File: src/rtl/scan_chain_ctrl.sv
// Two-phase configuration scan chain sequencer: serialises a parallel word into the
// chain (then strobes load) or captures the chain and shifts it back out into rd_data.
//
// state | meaning
// IDLE  | waiting for start
// SETUP | both clocks low, scan_in/scan_i0o1 presented for this bit period
// PHI   | master clock high
// HOLD  | both clocks low between phases
// PHIB  | slave clock high
// TAIL  | final non-overlap gap after the last bit period
// LOAD  | shadow-register update strobe (write only)
// DONE  | one-cycle completion pulse
module scan_chain_ctrl #(
    parameter int CHAIN_LEN = 64,
    parameter int PH_W      = 2,
    parameter int GAP_W     = 1,
    parameter int LOAD_W    = 2
) (
    input  logic                 clk_signal_ext,
    input  logic                 rst,
    input  logic                 start,
    input  logic                 mode,
    input  logic [CHAIN_LEN-1:0] wr_data,
    output logic [CHAIN_LEN-1:0] rd_data,
    output logic                 busy,
    output logic                 done,
    output logic                 phi,
    output logic                 phib,
    output logic                 scan_i0o1,
    output logic                 load,
    output logic                 scan_in,
    input  logic                 scan_out
);

    localparam int MAX_PW = (PH_W > GAP_W) ? ((PH_W > LOAD_W) ? PH_W : LOAD_W)
                                           : ((GAP_W > LOAD_W) ? GAP_W : LOAD_W);
    localparam int PC_W   = (MAX_PW > 1) ? $clog2(MAX_PW) : 1;
    localparam int BC_W   = $clog2(CHAIN_LEN + 1);

    localparam logic [PC_W-1:0] PH_LAST   = PC_W'(PH_W - 1);
    localparam logic [PC_W-1:0] GAP_LAST  = PC_W'(GAP_W - 1);
    localparam logic [PC_W-1:0] LOAD_LAST = PC_W'(LOAD_W - 1);

    localparam logic [2:0] IDLE  = 3'd0;
    localparam logic [2:0] SETUP = 3'd1;
    localparam logic [2:0] PHI   = 3'd2;
    localparam logic [2:0] HOLD  = 3'd3;
    localparam logic [2:0] PHIB  = 3'd4;
    localparam logic [2:0] TAIL  = 3'd5;
    localparam logic [2:0] LOAD  = 3'd6;
    localparam logic [2:0] DONE  = 3'd7;

    logic [2:0]           state, state_n;
    logic [PC_W-1:0]      ph_cnt, ph_n, ph_inc;
    logic [BC_W-1:0]      bit_cnt, bit_n, last_bit;
    logic                 mode_q, mode_n;
    logic [CHAIN_LEN-1:0] shreg, sh_n;
    logic                 in_period;

    assign ph_inc   = ph_cnt + 1'b1;
    // read mode has one extra (capture) period ahead of the CHAIN_LEN shifts
    assign last_bit = mode_q ? BC_W'(CHAIN_LEN) : BC_W'(CHAIN_LEN - 1);

    always_comb begin
        state_n = state;
        ph_n    = ph_cnt;
        bit_n   = bit_cnt;
        mode_n  = mode_q;
        sh_n    = shreg;
        case (state)
            IDLE: begin
                if (start) begin
                    state_n = SETUP;
                    ph_n    = '0;
                    bit_n   = '0;
                    mode_n  = mode;
                    sh_n    = mode ? '0 : wr_data;
                end
            end
            SETUP: begin
                if (ph_cnt == '0 && mode_q && bit_cnt != '0)
                    sh_n = {shreg[CHAIN_LEN-2:0], scan_out};
                if (ph_cnt == GAP_LAST) begin
                    state_n = PHI;
                    ph_n    = '0;
                end else begin
                    ph_n = ph_inc;
                end
            end
            PHI: begin
                if (ph_cnt == PH_LAST) begin
                    state_n = HOLD;
                    ph_n    = '0;
                end else begin
                    ph_n = ph_inc;
                end
            end
            HOLD: begin
                if (ph_cnt == GAP_LAST) begin
                    state_n = PHIB;
                    ph_n    = '0;
                end else begin
                    ph_n = ph_inc;
                end
            end
            PHIB: begin
                if (ph_cnt == PH_LAST) begin
                    ph_n = '0;
                    if (bit_cnt == last_bit) begin
                        state_n = TAIL;
                        bit_n   = '0;
                    end else begin
                        state_n = SETUP;
                        bit_n   = bit_cnt + 1'b1;
                        if (!mode_q)
                            sh_n = {shreg[CHAIN_LEN-2:0], 1'b0};
                    end
                end else begin
                    ph_n = ph_inc;
                end
            end
            TAIL: begin
                if (ph_cnt == GAP_LAST) begin
                    state_n = mode_q ? DONE : LOAD;
                    ph_n    = '0;
                end else begin
                    ph_n = ph_inc;
                end
            end
            LOAD: begin
                if (ph_cnt == LOAD_LAST) begin
                    state_n = DONE;
                    ph_n    = '0;
                end else begin
                    ph_n = ph_inc;
                end
            end
            DONE: begin
                state_n = IDLE;
                ph_n    = '0;
            end
            default: begin
                state_n = IDLE;
                ph_n    = '0;
                bit_n   = '0;
            end
        endcase
    end

    assign in_period = (state_n == SETUP) || (state_n == PHI) ||
                       (state_n == HOLD)  || (state_n == PHIB);

    // outputs are decoded from the next state so they register in step with it
    always_ff @(posedge clk_signal_ext) begin
        if (rst) begin
            state     <= IDLE;
            ph_cnt    <= '0;
            bit_cnt   <= '0;
            mode_q    <= 1'b0;
            shreg     <= '0;
            rd_data   <= '0;
            busy      <= 1'b0;
            done      <= 1'b0;
            phi       <= 1'b0;
            phib      <= 1'b0;
            scan_i0o1 <= 1'b0;
            load      <= 1'b0;
            scan_in   <= 1'b0;
        end else begin
            state     <= state_n;
            ph_cnt    <= ph_n;
            bit_cnt   <= bit_n;
            mode_q    <= mode_n;
            shreg     <= sh_n;
            busy      <= (state_n != IDLE) && (state_n != DONE);
            done      <= (state_n == DONE);
            phi       <= (state_n == PHI);
            phib      <= (state_n == PHIB);
            load      <= (state_n == LOAD);
            scan_in   <= in_period && !mode_n && sh_n[CHAIN_LEN-1];
            scan_i0o1 <= in_period && mode_n && (bit_n == '0);
            if (state_n == DONE && mode_q)
                rd_data <= shreg;
        end
    end

endmodule

File: config.mk
export PLATFORM = sky130hd
export DESIGN_NAME = scan_chain_ctrl
export DESIGN_NICKNAME = d
export VERILOG_FILES = /design/src/rtl/scan_chain_ctrl.sv
export SDC_FILE = /design/constraint.sdc
export NUM_CORES = 1
export LEC_CHECK = 0
export BUFFER_PORTS_ARGS = -buffer_cell sky130_fd_sc_hd__clkbuf_2
export CAP_MARGIN = 30
export CORE_MARGIN = 10
export CORE_UTILIZATION = 57
export DETAILED_ROUTE_END_ITERATION = 10
export GPL_TIMING_DRIVEN = 0
export PLACE_DENSITY = 0.9
export SLEW_MARGIN = 10
export SYNTH_ARGS = -nofsm -noshare
export SYNTH_HDL_FRONTEND = slang
export SYNTH_SLANG_ARGS = --single-unit
File: constraint.sdc
create_clock -name clk_signal_ext -period 4.4 [get_ports clk_signal_ext]
set_input_delay 0.66 -clock clk_signal_ext [delete_from_list [all_inputs] [get_ports clk_signal_ext]]
set_output_delay 0.66 -clock clk_signal_ext [all_outputs]
set_load 0.1 [all_outputs]
==> results of run 1 <==
## routing by layer
metal	routed length, µm	share of wire (%)	GRT usage (%)
met5	0	0	0
met3	1740	10	7.12
met4	158	0.93	5.59
met1	7150	42	27.9
met2	7880	47	34.7
## critical path, cell delays in order, from the launching register on
cell	delay, ps
dfxtp_1	470
and3_1	220
nor4b_1	590
o31ai_1	220
a31oi_2	460
clkbuf_1	400
nand2_1	130
o21ai_1	110
## where the power goes
part | switching (µW) | internal [µW]
Clock | 608 | 728
Combinational | 406 | 185
Sequential | 63.1 | 1420
Total | 1080 | 2330
## cells by family (layout without fill, tap and decap cells)
logic type	after synthesis	after routing	share of synthesized area (%)
multiplexers	1	1	0.170
adder cells (fa/ha/maj)	2	2	0.425
buffers and inverters	63	233	5.74
XOR/XNOR	3	3	0.447
AND/OR/NAND/NOR	268	268	19.0
AO/OA/AOI/OAI	234	234	24.2
flip-flops	147	147	50.0
## registers in the layout, indices dropped and copies added, names as in the netlist
| register | count |
|---|---|
| bit_cnt | 7 |
| busy | 1 |
| done | 1 |
| load | 1 |
| mode_q | 1 |
| ph_cnt | 1 |
| phi | 1 |
| phib | 1 |
| rd_data | 64 |
| scan_i0o1 | 1 |
| scan_in | 1 |
| shreg | 64 |
| state | 3 |
## worst paths after layout
kind	startpoint	endpoint	slack, ps	cells past startpoint
setup reg to reg	bit_cnt[0]	shreg[17]	1720	7
setup / recovery	bit_cnt[0]	shreg[17]	1720	7
hold / removal	wr_data[9]	shreg[9]	420	3
hold reg to reg	rd_data[17]	rd_data[17]	450	2
## stage by stage
stage	total power, µW	cell area (µm²)	setup WS [ps]
final	3410	7300	1720
after detailed placement	2080	6740	1860
after CTS	3390	7300	1870
after floorplan	1920	5880	2390
after global routing	3530	7300	1570
after global placement	2070	6740	1890
## synthesized netlist by cell type, types with 2 or more instances
| master | instances |
|---|---|
| a21oi_1 | 77 |
| a22oi_1 | 63 |
| a311oi_1 | 2 |
| a31o_2 | 2 |
| a31oi_1 | 3 |
| a32oi_1 | 2 |
| and3_1 | 6 |
| buf_1 | 10 |
| buf_2 | 3 |
| buf_6 | 13 |
| clkbuf_1 | 32 |
| dfxtp_1 | 147 |
| ha_1 | 2 |
| inv_1 | 5 |
| nand2_1 | 206 |
| nand3_1 | 4 |
| nand4_1 | 3 |
| nor2_1 | 22 |
| nor2b_1 | 3 |
| nor3_1 | 7 |
| nor3b_1 | 2 |
| nor4_1 | 2 |
| nor4b_1 | 2 |
| o21ai_0 | 19 |
| o21ai_1 | 55 |
| xnor2_1 | 2 |
## area by class of cell
class / count / area, µm² / share of cell area (%)
tap: 136 / 170 / 2.33
multi-input combinational: 508 / 2600 / 35.6
buffer: 58 / 319 / 4.37
inverter: 5 / 18.8 / 0.257
clock inverter: 13 / 123 / 1.68
clock buffer: 19 / 432 / 5.92
sequential: 147 / 2940 / 40.3
timing repair buffer: 138 / 691 / 9.47
==> results.md, run 1 <==
* Routed Wire Length at ~17000 µm
* Post_cts resized at 0
* FMAX at between 300 and 400 MHz
* Number of port buffers at approximately 140
* Hold-fix buffers, CTS at 0
* Cell accounting for the most synthesized area: dfxtp_1
* Initial antenna violation count at 0
* Fin nets at approximately 950
* Cts bufs inserted at 17
* Slew Viols, Final at 0
* Fin Setup TNS at 0 ps
* Die Span X at 122 µm
* Layout cell share with drive strength beyond 1 at approximately 22%
* Clock Sinks at between 100 and 150
* Num ports at 140
* Root Driver: clkbuf_8
* Final-report setup violation count at 0
* Status: finished clean
* Fill cells at 785
* Fin util at between 70% and 80%
* Chip Height at 122 µm
* Post-synthesis average cell area at 8.19 µm²
* Length of the first detailed-routing pass in iterations at 5
* Min Hold Slack at 419 ps
* Cell Rows at 37
* Total gr overflow at 0
* Routed Antenna Nets at 0
* Setup CP Type: reg -> reg
* Worst-Margin Slew at about 700 ps
* Iter 0 DRT Violations at 745
* Max-cap violations at 0
* Placed insts at 992
* Yosys reg bits at 147
* Maximum clock insertion buffer count at 2
* Hold crit path type: in -> reg
* Setup Skew at approximately 8.4 ps
* Crit-path max FO at 10
* WP data required at roughly 4900 ps
* Number of remaining DRC errors at 0
* Final GP Congestion at between 0.9 and 1
* Distinct cells, synth at 50
* Mapped cell area at slightly below 6000 µm²
* Unrepaired setup endpoints after global routing: false
* Synth warnings at 0
* All-Layer GR Usage at between 20% and 30%
* Yosys top cell area share at between 50% and 60%
* CTS clk-pin slew, worst paths at ~60 ps
* Routed length per instance at about 17 µm
* Final Cycle Share at about three fifths
* Most common cell after layout, fill and taps aside: nand2_1
* Area contributors post-synth: dfxtp_1 50%, nand2_1 13%, a22oi_1 8.0%
* Peak VDD IR at between 0.3 and 0.4 mV
* Hold Vio Cnt, Final at 0
* Crit end category: flop
* Startpoint class of the critical path: flop
* Clk_lat worst skew at approximately 530 ps
* Synth Flop Type: dfxtp_1
* Power Density at between 400 and 500 nW/µm²
* CTS tree: done
* Starting Density at 57.8%
* Drt via density at 5.70
* Syn Inst Count at between 700 and 800
* Hpwl dp at between 10000 and 15000 µm
* Post-route insts no fill at 1024
* Die area at approximately 15000 µm²
* Most frequent cells in the layout: 206 x nand2_1, 147 x dfxtp_1, 138 x clkbuf_2
* EDFF count, synth at 0
* Ys async rst share at 0%
* Lkg Pwr at around 0.0027 µW
* Register area share after synthesis at around 50%
* Largest net degree at the start of global routing at 17
* Period minus WS final at ~2700 ps
* Vias at ~5800
* Max-slew headroom at 52.4%
* H-tree Lvls at 4
* Critical path arrival at between 3000 and 4000 ps
* First-pass GRT wire length at approximately 27000 µm
* ANT cells at 0
* Vias in the first global route at about 5400
* Area Overhead vs Synth at 24.1%
* Synthesized net count at between 700 and 800
* Core area at between 10000 and 15000 µm²
* Post-CTS Setup Repair Bufs at 0
(Power assumes the default switching activity.)
==> run 2, diff against run 1 <==
--- a/config.mk
+++ b/config.mk
@@ -8,10 +8,10 @@
 export BUFFER_PORTS_ARGS = -buffer_cell sky130_fd_sc_hd__clkbuf_2
 export CAP_MARGIN = 30
 export CORE_MARGIN = 10
-export CORE_UTILIZATION = 57
+export CORE_UTILIZATION = 53
 export DETAILED_ROUTE_END_ITERATION = 10
 export GPL_TIMING_DRIVEN = 0
-export PLACE_DENSITY = 0.9
+export PLACE_DENSITY = 0.85
 export SLEW_MARGIN = 10
 export SYNTH_ARGS = -nofsm -noshare
 export SYNTH_HDL_FRONTEND = slang
==> constraint.sdc (replaced) <==
create_clock -name clk_signal_ext -period 2.8 [get_ports clk_signal_ext]
set_input_delay 0.42 -clock clk_signal_ext [delete_from_list [all_inputs] [get_ports clk_signal_ext]]
set_output_delay 0.42 -clock clk_signal_ext [all_outputs]
set_load 0.1 [all_outputs]
==> run 2 against run 1 <==
Effect of this change:
- flip-flop and latch count unchanged
- combinational power up 60%
- clock skew up 6.1 ps
- final cell count up 0.39%
- largest cell class unchanged
==> results.md, run 2 (synthesis results as in run 1) <==
* Crit-path max FO at 10 (unchanged)
* Status: finished clean
* Reg2Reg Depth at 8 (+1)
* Placed insts at 996 (+0.40%)
* Worst path cell trace: clkbuf_1, nand2_1, o21ai_0, and3_1, clkbuf_1, buf_1, nand2_1, a21oi_1
* CTS clk-pin slew, worst paths at 60 ps (about the same)
* Power Density at 757 nW/µm² (+62%)
* Root Driver: clkbuf_8
* Maximum clock insertion buffer count at 2 (unchanged)
* Unrepaired setup endpoints after global routing: false
* Chip Height at 125 µm (+3.1%)
* Worst-Margin Slew at 649 ps (-55.5 ps)
* Hold Path Depth at 3 (unchanged)
* Total gr overflow at 0 (unchanged)
* Peak VDD IR at 0.478 mV (+56%)
* Design Power at 5570 µW (+63%)
* Cell Rows at 38 (+2.7%)
* Logic pwr share at 17.0% (-0.4 points)
* Post-route insts no fill at 1028 (+0.39%)
* Most common cell after layout, fill and taps aside: nand2_1
* ANT cells at 0 (unchanged)
* H-tree Lvls at 4 (unchanged)
* Crit path largest cell delay at 430 ps (-160 ps)
* Die Span X at 125 µm (+3.1%)
* Largest registers: rd_data x64, shreg x64, bit_cnt x7
* Final-report setup violation count at 0 (unchanged)
* Critical path arrival at 2950 ps (-180 ps)
* Final Cycle Share at 89.6% (+29 points)
* CTS tree: done
* All-Layer GR Usage at 21.5% (-0.31 points)
* Initial antenna violation count at 1 (+1)
* Clock share of power at 41.3% (+2.1 points)
* Slew Viols, Final at 0 (unchanged)
* Iter 0 DRT Violations at 689 (-7.5%)
* Hold Vio Cnt, Final at 0 (unchanged)
* Max-slew headroom at 56.7% (+4.4 points)
* Starting Density at 54.3% (-3.5 points)
* Vias in the first global route at 5652 (+4.8%)
* Hpwl dp at 12500 µm (+2.2%)
* Sw Share at 29.6% (-2.0 points)
* Setup WS post-layout at 290 ps (-1430 ps)
* Number of remaining DRC errors at 0 (unchanged)
* Pint at 3920 µW (+68%)
* Vias at 5854 (+0.38%)
* Startpoint class of the critical path: flop
* Fin nets at 946 (unchanged)
* Setup Skew at 14.5 ps (+6.10 ps)
* Clk_lat worst skew at 540 ps (about the same)
* First-pass GRT wire length at 28200 µm (+6.1%)
* Routed Antenna Nets at 0 (unchanged)
* Layout cell share with drive strength beyond 1 at 22.3% (+0.11 points)
* Fin Setup TNS at 0 ps (unchanged)
* Core area at 10800 µm² (+6.4%)
* Length of the first detailed-routing pass in iterations at 5 (unchanged)
* Die area at 15700 µm² (+6.3%)
* Part of the power in registers at 41.7% (-1.7 points)
* Area of the multi-input gates at 2610 µm² (+0.34%)
* Routed Wire Length at 17400 µm (+3.1%)
* Pre-CTS WS at 287 ps (-1570 ps)
* Period minus WS final at 2510 ps (-171 ps)
* Clock Sinks at 147 (unchanged)
* Largest net degree at the start of global routing at 17 (unchanged)
* Max-cap violations at 0 (unchanged)
* Drt via density at 5.69 (about the same)
* Crit end category: flop
* Lkg Pwr at 0.00277 µW (+0.99%)
* Reg area at 2940 µm² (unchanged)
* Cts bufs inserted at 17 (unchanged)
* Setup CP Type: reg -> reg
* Area Overhead vs Synth at 25.0%
* Critical path's slowest cell: buf_1
* Sw Pwr at 1650 µW (+53%)
* Routed length per instance at 17.0 µm (+2.7%)
* Hold crit path type: in -> reg
* FMAX at 398 MHz (+6.8%)
* Number of port buffers at 138 (unchanged)
* Final GP Congestion at 0.937 (-1.2%)
* WP data required at 3240 ps (-1610 ps)
* Most frequent cells in the layout: 206 x nand2_1, 147 x dfxtp_1, 138 x clkbuf_2
* Fill cells at 908 (+16%)
* Num ports at 140 (unchanged)
==> run 2: cell types whose count changed in the layout (fill, tap and decap cells not counted), sizes merged <==
cell,delta
inv,-4
bufinv,+3
clkinv,+1
==> run 2: power groups by stage <==
stage | Combinational [µW] | Clock, µW | Sequential [µW]
floorplan | 573 | 0 | 2450
global placement | 911 | 0 | 2360
detailed placement | 926 | 0 | 2360
CTS | 932 | 2310 | 2320
global route | 1050 | 2400 | 2340
finish | 947 | 2300 | 2320
==> run 2: area by class of cell <==
type	instances	area share, %
flip-flops and latches	147	40.0
clock buffers	19	6.01
multi-input cells	508	35.5
plain buffers	58	4.34
repair buffers	138	9.39
clock inverters	13	2.13
well taps	140	2.38
inverters	5	0.255
==> run 2: worst max-delay path: cells and delay by family, from the launching register on <==
family / cells / cell delay (ps)
AO/OA/AOI/OAI: 2 / 400
buffers and inverters: 3 / 1210
flip-flops: 1 / 400
AND/OR/NAND/NOR: 3 / 420
==> run 2: worst paths after layout <==
check	start	endpoint	slack, ps
hold reg to reg	rd_data[57]	rd_data[57]	450
setup reg to reg	state[1]	rd_data[22]	290
hold / removal	wr_data[36]	shreg[36]	180
setup / recovery	state[1]	rd_data[22]	290
==> run 2: stage by stage <==
| stage | util, % | area [µm²] | hold slack [ps] |
|---|---|---|---|
| floorplan | - | 5880 | 440 |
| CTS | 67.8 | 7350 | 168 |
| global placement | 62.2 | 6750 | 441 |
| global route | 67.8 | 7350 | 180 |
| finish | 67.8 | 7350 | 176 |
| detailed placement | 62.2 | 6750 | 446 |
==> run 2: what timing repair did <==
| item | CTS | global route |
|---|---|---|
| hold buffers | 0 | 0 |
| setup buffers | 0 | 0 |
| gates resized for setup | 0 | 1 |
| endpoints found under the setup margin | 0 | 1 |
==> run 2: layer usage <==
layer	part of all wire [%]	GRT usage, %	wire (µm)
met5	0	0	0
met4	1.8	6.91	317
met3	10	8.96	1810
met2	46	34.1	8020
met1	42	25.9	7300
==> run 3, diff against run 2 <==
--- a/config.mk
+++ b/config.mk
@@ -10,7 +10,6 @@
 export CORE_MARGIN = 10
 export CORE_UTILIZATION = 53
 export DETAILED_ROUTE_END_ITERATION = 10
-export GPL_TIMING_DRIVEN = 0
 export PLACE_DENSITY = 0.85
 export SLEW_MARGIN = 10
 export SYNTH_ARGS = -nofsm -noshare
==> run 3 against run 2 <==
Effect of this change:
- final cell count shrank 3.8%
- critical path depth down 1
- setup slack worse by 79 ps
- final area is 1.7% lower
- largest power group unchanged
- highest routed layer unchanged
==> results.md, run 3 (synthesis results as in run 1) <==
* Status: finished clean
* Lkg Pwr at 0.00275 µW (-0.78%)
* Area Overhead vs Synth at 22.9%
* Worst-Margin Slew at 845 ps (+196 ps)
* Peak VDD IR at 0.459 mV (-4.0%)
* CTS clk-pin slew, worst paths at 60 ps (about the same)
* Reg2Reg Depth at 7 (-1)
* Period minus WS final at 2590 ps (+79.2 ps)
* Most common cell after layout, fill and taps aside: nand2_1
* Crit end category: flop
* Setup Skew at 6.89 ps (-7.63 ps)
* Die area at 15700 µm² (unchanged)
* All-Layer GR Usage at 20.0% (-1.5 points)
* Num ports at 140 (unchanged)
* CTS tree: done
* Startpoint class of the critical path: flop
* Max-slew headroom at 43.7% (-13 points)
* Hold crit path type: in -> reg
* Number of port buffers at 139 (+0.72%)
* Clock Sinks at 147 (unchanged)
* Fin util at 66.7% (-1.2 points)
* Starting Density at 54.3% (unchanged)
* Number of remaining DRC errors at 0 (unchanged)
* Power Density at 749 nW/µm² (-1.1%)
* Routed Antenna Nets at 0 (unchanged)
* Die Span X at 125 µm (unchanged)
* Vias in the first global route at 5200 (-8.0%)
* Hold Vio Cnt, Final at 0 (unchanged)
* Slew Viols, Final at 0 (unchanged)
* Area of the multi-input gates at 2630 µm² (+0.81%)
* Clk_lat worst skew at 530 ps (about the same)
* Maximum clock insertion buffer count at 2 (unchanged)
* CP Launch Point: bit_cnt[2]
* Unrepaired setup endpoints after global routing: false
* Post-CTS Setup Repair Bufs at 0 (unchanged)
* Chip Height at 125 µm (unchanged)
* Vias at 5562 (-5.0%)
* Final-report setup violation count at 0 (unchanged)
* Reg area at 2940 µm² (unchanged)
* Total gr overflow at 0 (unchanged)
* Layout cell share with drive strength beyond 1 at 23.4% (+1.1 points)
* Post_cts resized at 0 (unchanged)
* Critical path arrival at 3040 ps (+90 ps)
* RR Startpoint: bit_cnt[2]
* Core area at 10800 µm² (unchanged)
* Met2 routed WL at 7500 µm (-6.5%)
* Largest registers: rd_data x64, shreg x64, bit_cnt x7
* Crit-path max FO at 26 (+16)
* Hold Path Depth at 3 (unchanged)
* FF-to-FF End: shreg[37]
* Fin Setup TNS at 0 ps (unchanged)
* Routed Wire Length at 16300 µm (-6.7%)
* Final Cycle Share at 92.5% (+2.8 points)
* Most frequent cells in the layout: 206 x nand2_1, 147 x dfxtp_1, 138 x clkbuf_2
* Hold Path Origin: wr_data[61]
* Top layer in use: met4
* First-pass GRT wire length at 26200 µm (-7.1%)
* Cell Rows at 38 (unchanged)
* H-tree Lvls at 4 (unchanged)
* Initial antenna violation count at 0 (-1)
* Routed length per instance at 16.5 µm (-3.0%)
* Iter 0 DRT Violations at 682 (-1.0%)
* FMAX at 386 MHz (-3.1%)
* Max-cap violations at 0 (unchanged)
* Hold-fix buffers, CTS at 0 (unchanged)
* Hpwl dp at 11200 µm (-10%)
* Length of the first detailed-routing pass in iterations at 5 (unchanged)
* Fill cells at 929 (+2.3%)
* Final GP Congestion at 0.907 (-3.2%)
* Setup CP Type: reg -> reg
* Worst R2R Setup Slack at 210 ps (-80 ps)
* Cts bufs inserted at 17 (unchanged)
* Largest net degree at the start of global routing at 82 (+65)
* Met3 Wirelength at 1560 µm (-14%)
* WP data required at 3250 ps (about the same)
* Destination of the worst hold path: shreg[61]
* Met1 wire length at 6970 µm (-4.5%)
* Fin nets at 909 (-3.9%)
* Drt via density at 5.62 (-1.2%)
* ANT cells at 0 (unchanged)
* Root Driver: clkbuf_8
-- run 3: changes by cell type in the layout (fill, tap and decap cells not counted), moves of 2 or more --
| cell | before | now |
|---|---|---|
| buf_1 | 10 | 0 |
| buf_12 | 0 | 4 |
| buf_2 | 3 | 0 |
| buf_4 | 0 | 17 |
| buf_6 | 13 | 0 |
| clkbuf_1 | 32 | 5 |
| clkbuf_8 | 3 | 5 |
| clkinv_2 | 4 | 1 |
| clkinvlp_4 | 5 | 1 |
-- run 3: worst max-delay path by stage --
| stage | slack, ps | endpoint |
|---|---|---|
| CTS | 240 | shreg[33] |
| global route | 20 | shreg[33] |
| global placement | 300 | shreg[40] |
| finish | 210 | shreg[37] |
| detailed placement | 250 | shreg[37] |
| floorplan | 790 | scan_in |
-- run 3: layout make-up --
cell class	instances	share of cell area, %
repair buffers	159	12.4
well taps	140	2.42
inverters	5	0.260
clock buffers	26	6.75
clock inverters	4	1.00
flip-flops and latches	147	40.7
multi-input cells	508	36.4
-- run 3: metal layers --
layer | GRT usage, % | vias to the layer above
li1 | - | 2728
met2 | 31.2 | 233
met1 | 24.7 | 2577
met3 | 7.60 | 24
met5 | 0 | -
met4 | 7.45 | 0
-- run 3: critical path, stage by stage (launching register included) --
cell and delay (ps):
dfxtp_1 360, and3_1 220, nor4b_1 170, or2_1 260, o32ai_4 770, buf_4 420
a22oi_1 130, o21ai_1 170
-- run 3: stage by stage --
stage	hold slack, ps	cells	worst slack (ps)	total power [µW]	area [µm²]
floorplan	440	718	787	3020	5880
global placement	441	959	303	3270	6670
detailed placement	445	959	247	3280	6670
CTS	155	989	240	5430	7230
global route	164	989	24.4	5630	7230
finish	177	989	211	5410	7230
-- run 3: power by group --
group	switching (µW)	total, µW	internal, µW	leakage [µW]
clock	819	2170	1350	0.000271
sequential	132	2360	2230	0.00119
combinational	591	884	293	0.00129
total	1540	5410	3870	0.00275
